`src/rtl/prime_scan_ctrl.sv`:
```
// prime_scan_ctrl: sequencer for the prime-scan datapath (ROM -> prime checker -> RAM -> display).
// Ports:
//   clk          system clock (divided slow clock in the top level)
//   clr          synchronous active-high reset
//   go_btn       start request level; its rising edge starts a scan
//   chk_done     prime checker finished
//   chk_prime    checker verdict, valid while chk_done=1
//   rom_addr     ROM address under test
//   chk_start    one-cycle start pulse to the checker
//   ram_we       RAM write enable, one cycle per prime
//   ram_addr     RAM write slot while scanning, read slot while displaying
//   disp_sel     display mux select (0 = ROM word, 1 = RAM word)
//   busy         high while a scan is in progress
//   prime_total  primes stored by the last or current scan
//   err          sticky checker-timeout flag
// Optional feature macro PRIME_TIMEOUT_EN: abort a WAIT after CHK_TIMEOUT cycles and set err.
module prime_scan_ctrl #(
    parameter int ADDR_W      = 4,
    parameter int DISP_HOLD   = 2,
    parameter int CHK_TIMEOUT = 1023
) (
    input  logic              clk,
    input  logic              clr,
    input  logic              go_btn,
    input  logic              chk_done,
    input  logic              chk_prime,
    output logic [ADDR_W-1:0] rom_addr,
    output logic              chk_start,
    output logic              ram_we,
    output logic [ADDR_W-1:0] ram_addr,
    output logic              disp_sel,
    output logic              busy,
    output logic [ADDR_W:0]   prime_total,
    output logic              err
);
    localparam int HW = DISP_HOLD > 1 ? $clog2(DISP_HOLD) : 1;
    typedef enum logic [2:0] {IDLE, START, WAIT, WRITE, NEXT, DISPLAY} state_t;
    state_t state_q, state_d;
    logic [ADDR_W-1:0] rom_addr_q, rom_addr_d;
    logic [ADDR_W:0] p_cnt_q, p_cnt_d;
    logic [ADDR_W-1:0] d_cnt_q, d_cnt_d;
    logic [HW-1:0] hold_q, hold_d;
    logic go_q;
    logic go_edge;
    assign go_edge = go_btn & ~go_q;
`ifdef PRIME_TIMEOUT_EN
    localparam int TW = $clog2(CHK_TIMEOUT + 1);
    logic [TW-1:0] to_cnt_q, to_cnt_d;
    logic err_q, err_d;
    assign err = err_q;
`else
    logic unused_timeout;
    assign unused_timeout = ^CHK_TIMEOUT;
    assign err = 1'b0;
`endif
    always_ff @(posedge clk) begin
        if (clr) begin
            state_q    <= IDLE;
            rom_addr_q <= '0;
            p_cnt_q    <= '0;
            d_cnt_q    <= '0;
            hold_q     <= '0;
            go_q       <= go_btn;
`ifdef PRIME_TIMEOUT_EN
            to_cnt_q   <= '0;
            err_q      <= 1'b0;
`endif
        end else begin
            state_q    <= state_d;
            rom_addr_q <= rom_addr_d;
            p_cnt_q    <= p_cnt_d;
            d_cnt_q    <= d_cnt_d;
            hold_q     <= hold_d;
            go_q       <= go_btn;
`ifdef PRIME_TIMEOUT_EN
            to_cnt_q   <= to_cnt_d;
            err_q      <= err_d;
`endif
        end
    end
    always_comb begin
        state_d    = state_q;
        rom_addr_d = rom_addr_q;
        p_cnt_d    = p_cnt_q;
        d_cnt_d    = d_cnt_q;
        hold_d     = hold_q;
`ifdef PRIME_TIMEOUT_EN
        to_cnt_d   = to_cnt_q;
        err_d      = err_q;
`endif
        case (state_q)
            IDLE, DISPLAY: begin
                if (go_edge) begin
                    state_d    = START;
                    rom_addr_d = '0;
                    p_cnt_d    = '0;
`ifdef PRIME_TIMEOUT_EN
                    err_d      = 1'b0;
`endif
                end else if (state_q == DISPLAY) begin
                    // Advance the shown slot every DISP_HOLD cycles, wrapping after the last stored prime.
                    if (hold_q == HW'(DISP_HOLD - 1)) begin
                        hold_d  = '0;
                        d_cnt_d = (p_cnt_q <= (ADDR_W+1)'(1) || {1'b0, d_cnt_q} == p_cnt_q - (ADDR_W+1)'(1))
                                  ? '0 : d_cnt_q + ADDR_W'(1);
                    end else begin
                        hold_d = hold_q + HW'(1);
                    end
                end
            end
            START: begin
                state_d = WAIT;
`ifdef PRIME_TIMEOUT_EN
                to_cnt_d = '0;
`endif
            end
            WAIT: begin
                if (chk_done) begin
                    state_d = chk_prime ? WRITE : NEXT;
`ifdef PRIME_TIMEOUT_EN
                end else if (to_cnt_q == TW'(CHK_TIMEOUT - 1)) begin
                    err_d   = 1'b1;
                    state_d = NEXT;
                end else begin
                    to_cnt_d = to_cnt_q + TW'(1);
`endif
                end
            end
            WRITE: begin
                p_cnt_d = p_cnt_q + (ADDR_W+1)'(1);
                state_d = NEXT;
            end
            NEXT: begin
                if (rom_addr_q == '1) begin
                    state_d = DISPLAY;
                    d_cnt_d = '0;
                    hold_d  = '0;
                end else begin
                    rom_addr_d = rom_addr_q + ADDR_W'(1);
                    state_d    = START;
                end
            end
            default: state_d = IDLE;
        endcase
    end
    assign rom_addr    = rom_addr_q;
    assign chk_start   = state_q == START;
    assign ram_we      = state_q == WRITE;
    assign disp_sel    = state_q == DISPLAY;
    assign ram_addr    = disp_sel ? d_cnt_q : p_cnt_q[ADDR_W-1:0];
    assign busy        = !(state_q == IDLE || state_q == DISPLAY);
    assign prime_total = p_cnt_q;
endmodule

```
`config.mk`:
```
export PLATFORM = sky130hd
export DESIGN_NAME = prime_scan_ctrl
export DESIGN_NICKNAME = d
export VERILOG_FILES = /design/src/rtl/prime_scan_ctrl.sv
export SDC_FILE = /design/constraint.sdc
export NUM_CORES = 1
export LEC_CHECK = 0
export CORE_UTILIZATION = 50
export DETAILED_ROUTE_END_ITERATION = 6
export HOLD_SLACK_MARGIN = 0.02
export PLACE_DENSITY = 0.79
export RECOVER_POWER = 25
export SYNTH_ARGS = -nofsm -noshare
export SYNTH_HDL_FRONTEND = slang
export SYNTH_SLANG_ARGS = --single-unit
```
`constraint.sdc`:
```
create_clock -name clk -period 2.2 [get_ports clk]
set_input_delay 0.44 -clock clk [delete_from_list [all_inputs] [get_ports clk]]
set_output_delay 0.44 -clock clk [all_outputs]
set_load 0.02 [all_outputs]
```
==> results.md <==
- GRT Total Usage: 0.246
- GRT Residual Overflow: 0
- Final setup viols: 0
- CTS tree: built
- # IOs: 23
- Post-Place Cells: just under 200
- Via density: about 5.6
- Post-synth ARST share: 0
- Critical Path Source Type: flop
- Reg2reg path depth: 7
- Core Region: around 0.0022 mm^2
- Worst-path maximum fanout: 5
- Leakage: 0.611 nW
- CTS root buffer: clkbuf_4
- Initial antenna violation count: 0
- DIE HEIGHT: ~51 um
- Final count of hold timing violations: 0
- Worst-skew pair later-pin latency: around 0.3 ns
- Rel. slew slack: 0.614
- Max incr delay on CP: 0.34 ns
- Synth Area in Compound Gates: 0.205
- Post-synth EDFFs: 0
- Crit path DAT: approximately 1.7 ns
- Number of remaining DRC errors: 0
- Row count: 17
- Synth cell types: 46
- N_diodes: 0
- Hold Crit Depth: 2
- Antenna-violating nets left: 0
- Worst-margin pin slew: between 0.5 and 0.6 ns
- Hold_sp: rom_addr[1]
- Vias in the first global route: between 1k and 1.5k
- Cell Pwr Density: 449 mW/mm^2
- Worst-path clk slew: ~0.1 ns
- Critical path type: flop to output pin
- Initial core utilization: 0.534
- First-pass GRT wire length: 4710 um
- Fin. max-slew vios: 0
- Clock Skews: between 0.0015 and 0.002 ns
- Util after Layout: 0.659
- Xor-xnor portion of the synthesized cell area: 0.0786
- Synthesized area: 0.00119 mm^2
- Worst hold path class: flop to flop
- Post-CTS Hold Buffers: 0
- Share of the synthesized area in the top cell type: 0.302
- Gpl congestion: 0.825
- Ranking of synthesized cells by area: dfxtp_1 (30%), a21oi_1 (5.9%), ha_1 (5.2%)
- Simple-gate portion of the synthesized area: 0.244
- Hold Path Sink: rom_addr[1]
- Port buffer count: 21
- Syn Inst Count: 150
- Avg Inst Size Synth: between 7 and 8 um^2
- Post-synthesis mux area share: 0.0377
- CTS max path bufs: 2
- Worst R2R End: d_cnt_q[3]
- Sequential share of the synthesized area: 0.302
- Nets: approximately 190
- Syn Nets: 160
- Post-Layout Cell Count: just over 200
- R2R Setup Slk: 0.33 ns
- Clock tree sinks: 18
- Critical path, cell by cell: nand2b_1 -> or2_2 -> mux2_2 -> clkdlybuf4s15_1
- Tcrit/Tclk final: 0.966
- Status: complete, no violations
- Cell with the most instances after synthesis: dfxtp_1
- Largest net degree at the start of global routing: 16
- Synth warn: 0
- Vias: 1,131
- Crit Reg-Reg Startpoint: prime_total[0]
- Top FF cell, synth: dfxtp_1
- Htree depth: 1
- DRT Pass-1 Iters: 4
- Max Cap Viol: 0
- RSZ-0062 raised after global routing: false
- Adder-Cell Fraction of Synth Area: 0.0524
- Slowest stage cell, crit path: or2_2
- Synth top cells by count: dfxtp_1 (18), a21oi_1 (14), nor2_1 (13)
- Setup TNS: 0 ns
- WL/cell: about 14 um
- Dpl hpwl: around 2100 um
- Max Freq: roughly 470 MHz
- Yosys top cell by area: dfxtp_1
- Seq cells post-synth: 18
- DRT Wirelength: around 2700 um
- Initial DRC count: 21
- VDD IR max: approximately 0.00037 V
- Layout cells sized above 1: 0.138
- CTS buffer count: 3
- P&R area growth vs syn: 23.4%
- WP data required: between 1.5 and 2 ns
- CP Capture Type: output pin
- Chip Width: 50.9 um
- Combinational family with the most area after synthesis: simple AND/OR/NAND/NOR gates
- Final worst path period need: between 2 and 2.5 ns
- Die Area: between 0.002 and 0.003 mm^2
==> cell usage in the layout, fill, tap and decap left out, drive strengths merged, types with 6 or more instances in the layout <==
master	instances
a21oi	15
buf	8
clkbuf	6
clkdlybuf4s50	12
dfxtp	18
inv	9
nand2	10
nand3	8
nor2	13
o21ai	10
xnor2	6
==> metal layers <==
metal  track usage  up-vias  routed length, um
li1              -      569                  -
met1         0.273      516               1190
met2         0.449       38               1350
met3        0.0536        8                124
met4         0.106        0                 72
met5             0        -                  0
==> state kept, by name, indices dropped and copies added, names as in the netlist <==
signal	count
go_q	1
hold_q	1
rom_addr	4
state_q	3
prime_total	5
d_cnt_q	4
==> cells by family (layout without fill, tap and decap cells) <==
family,Yosys count,in the layout
flip-flops,18,18
XOR/XNOR,9,9
AND/OR/NAND/NOR,55,55
AO/OA/AOI/OAI,39,39
multiplexers,4,4
buffers and inverters,19,43
adder cells (fa/ha/maj),5,5
other,1,1
==> timing repair <==
| item | 4_1_cts | 5_1_grt |
|---|---|---|
| gates cloned | 0 | 0 |
| setup buffers | 0 | 0 |
| endpoints found under the setup margin | 6 | 5 |
| endpoints found under the hold margin | 0 | 0 |
| resized for setup | 6 | 6 |
==> power by group <==
| part | internal (W) | switching, W | total (W) |
|---|---|---|---|
| clock network | 0.000101 | 0.000109 | 0.000210 |
| logic | 0.0000488 | 0.0000640 | 0.000113 |
| registers | 0.000333 | 0.00000611 | 0.000339 |
| total | 0.000483 | 0.000179 | 0.000662 |
==> final cells by class <==
type                            count  area, um^2
Multi-Input combinational cell    113         738
Fill cell                         198         761
Sequential cell                    18         360
Tap cell                           28        35.0
Inverter                            9        33.8
Timing Repair Buffer               30         269
Clock buffer                        4        36.3
==> how the worst max path moves through the flow <==
stage                   start     endpoint  slack, ns  cells past startpoint
2_1_floorplan  prime_total[0]   d_cnt_q[3]       0.32                      8
3_3_place_gp       state_q[1]  ram_addr[3]       0.18                      4
3_5_place_dp           go_btn  rom_addr[1]       0.12                      6
4_1_cts            state_q[1]  ram_addr[2]       0.02                      4
5_1_grt            state_q[1]  ram_addr[1]      0.004                      4
6_report           state_q[1]  ram_addr[1]       0.07                      4
==> worst max-delay path, delay by kind of cell, from the launching register on <==
| kind | cells | cell delay [ns] |
|---|---|---|
| flip-flops | 1 | 0.32 |
| multiplexers | 1 | 0.29 |
| AND/OR/NAND/NOR | 2 | 0.49 |
| buffers and inverters | 1 | 0.28 |
==> stage by stage <==
| stage | power (W) | cell area [um^2] | hold WS, ns | worst slack (ns) |
|---|---|---|---|---|
| 2_1_floorplan | 0.000415 | 1190 | 0.468 | 0.322 |
| 3_3_place_gp | 0.000458 | 1450 | 0.495 | 0.179 |
| 3_5_place_dp | 0.000461 | 1450 | 0.500 | 0.118 |
| 4_1_cts | 0.000669 | 1480 | 0.524 | 0.0224 |
| 5_1_grt | 0.000695 | 1470 | 0.565 | 0.00433 |
| 6_report | 0.000662 | 1470 | 0.518 | 0.0741 |
Power figures use the tool's default switching activity.
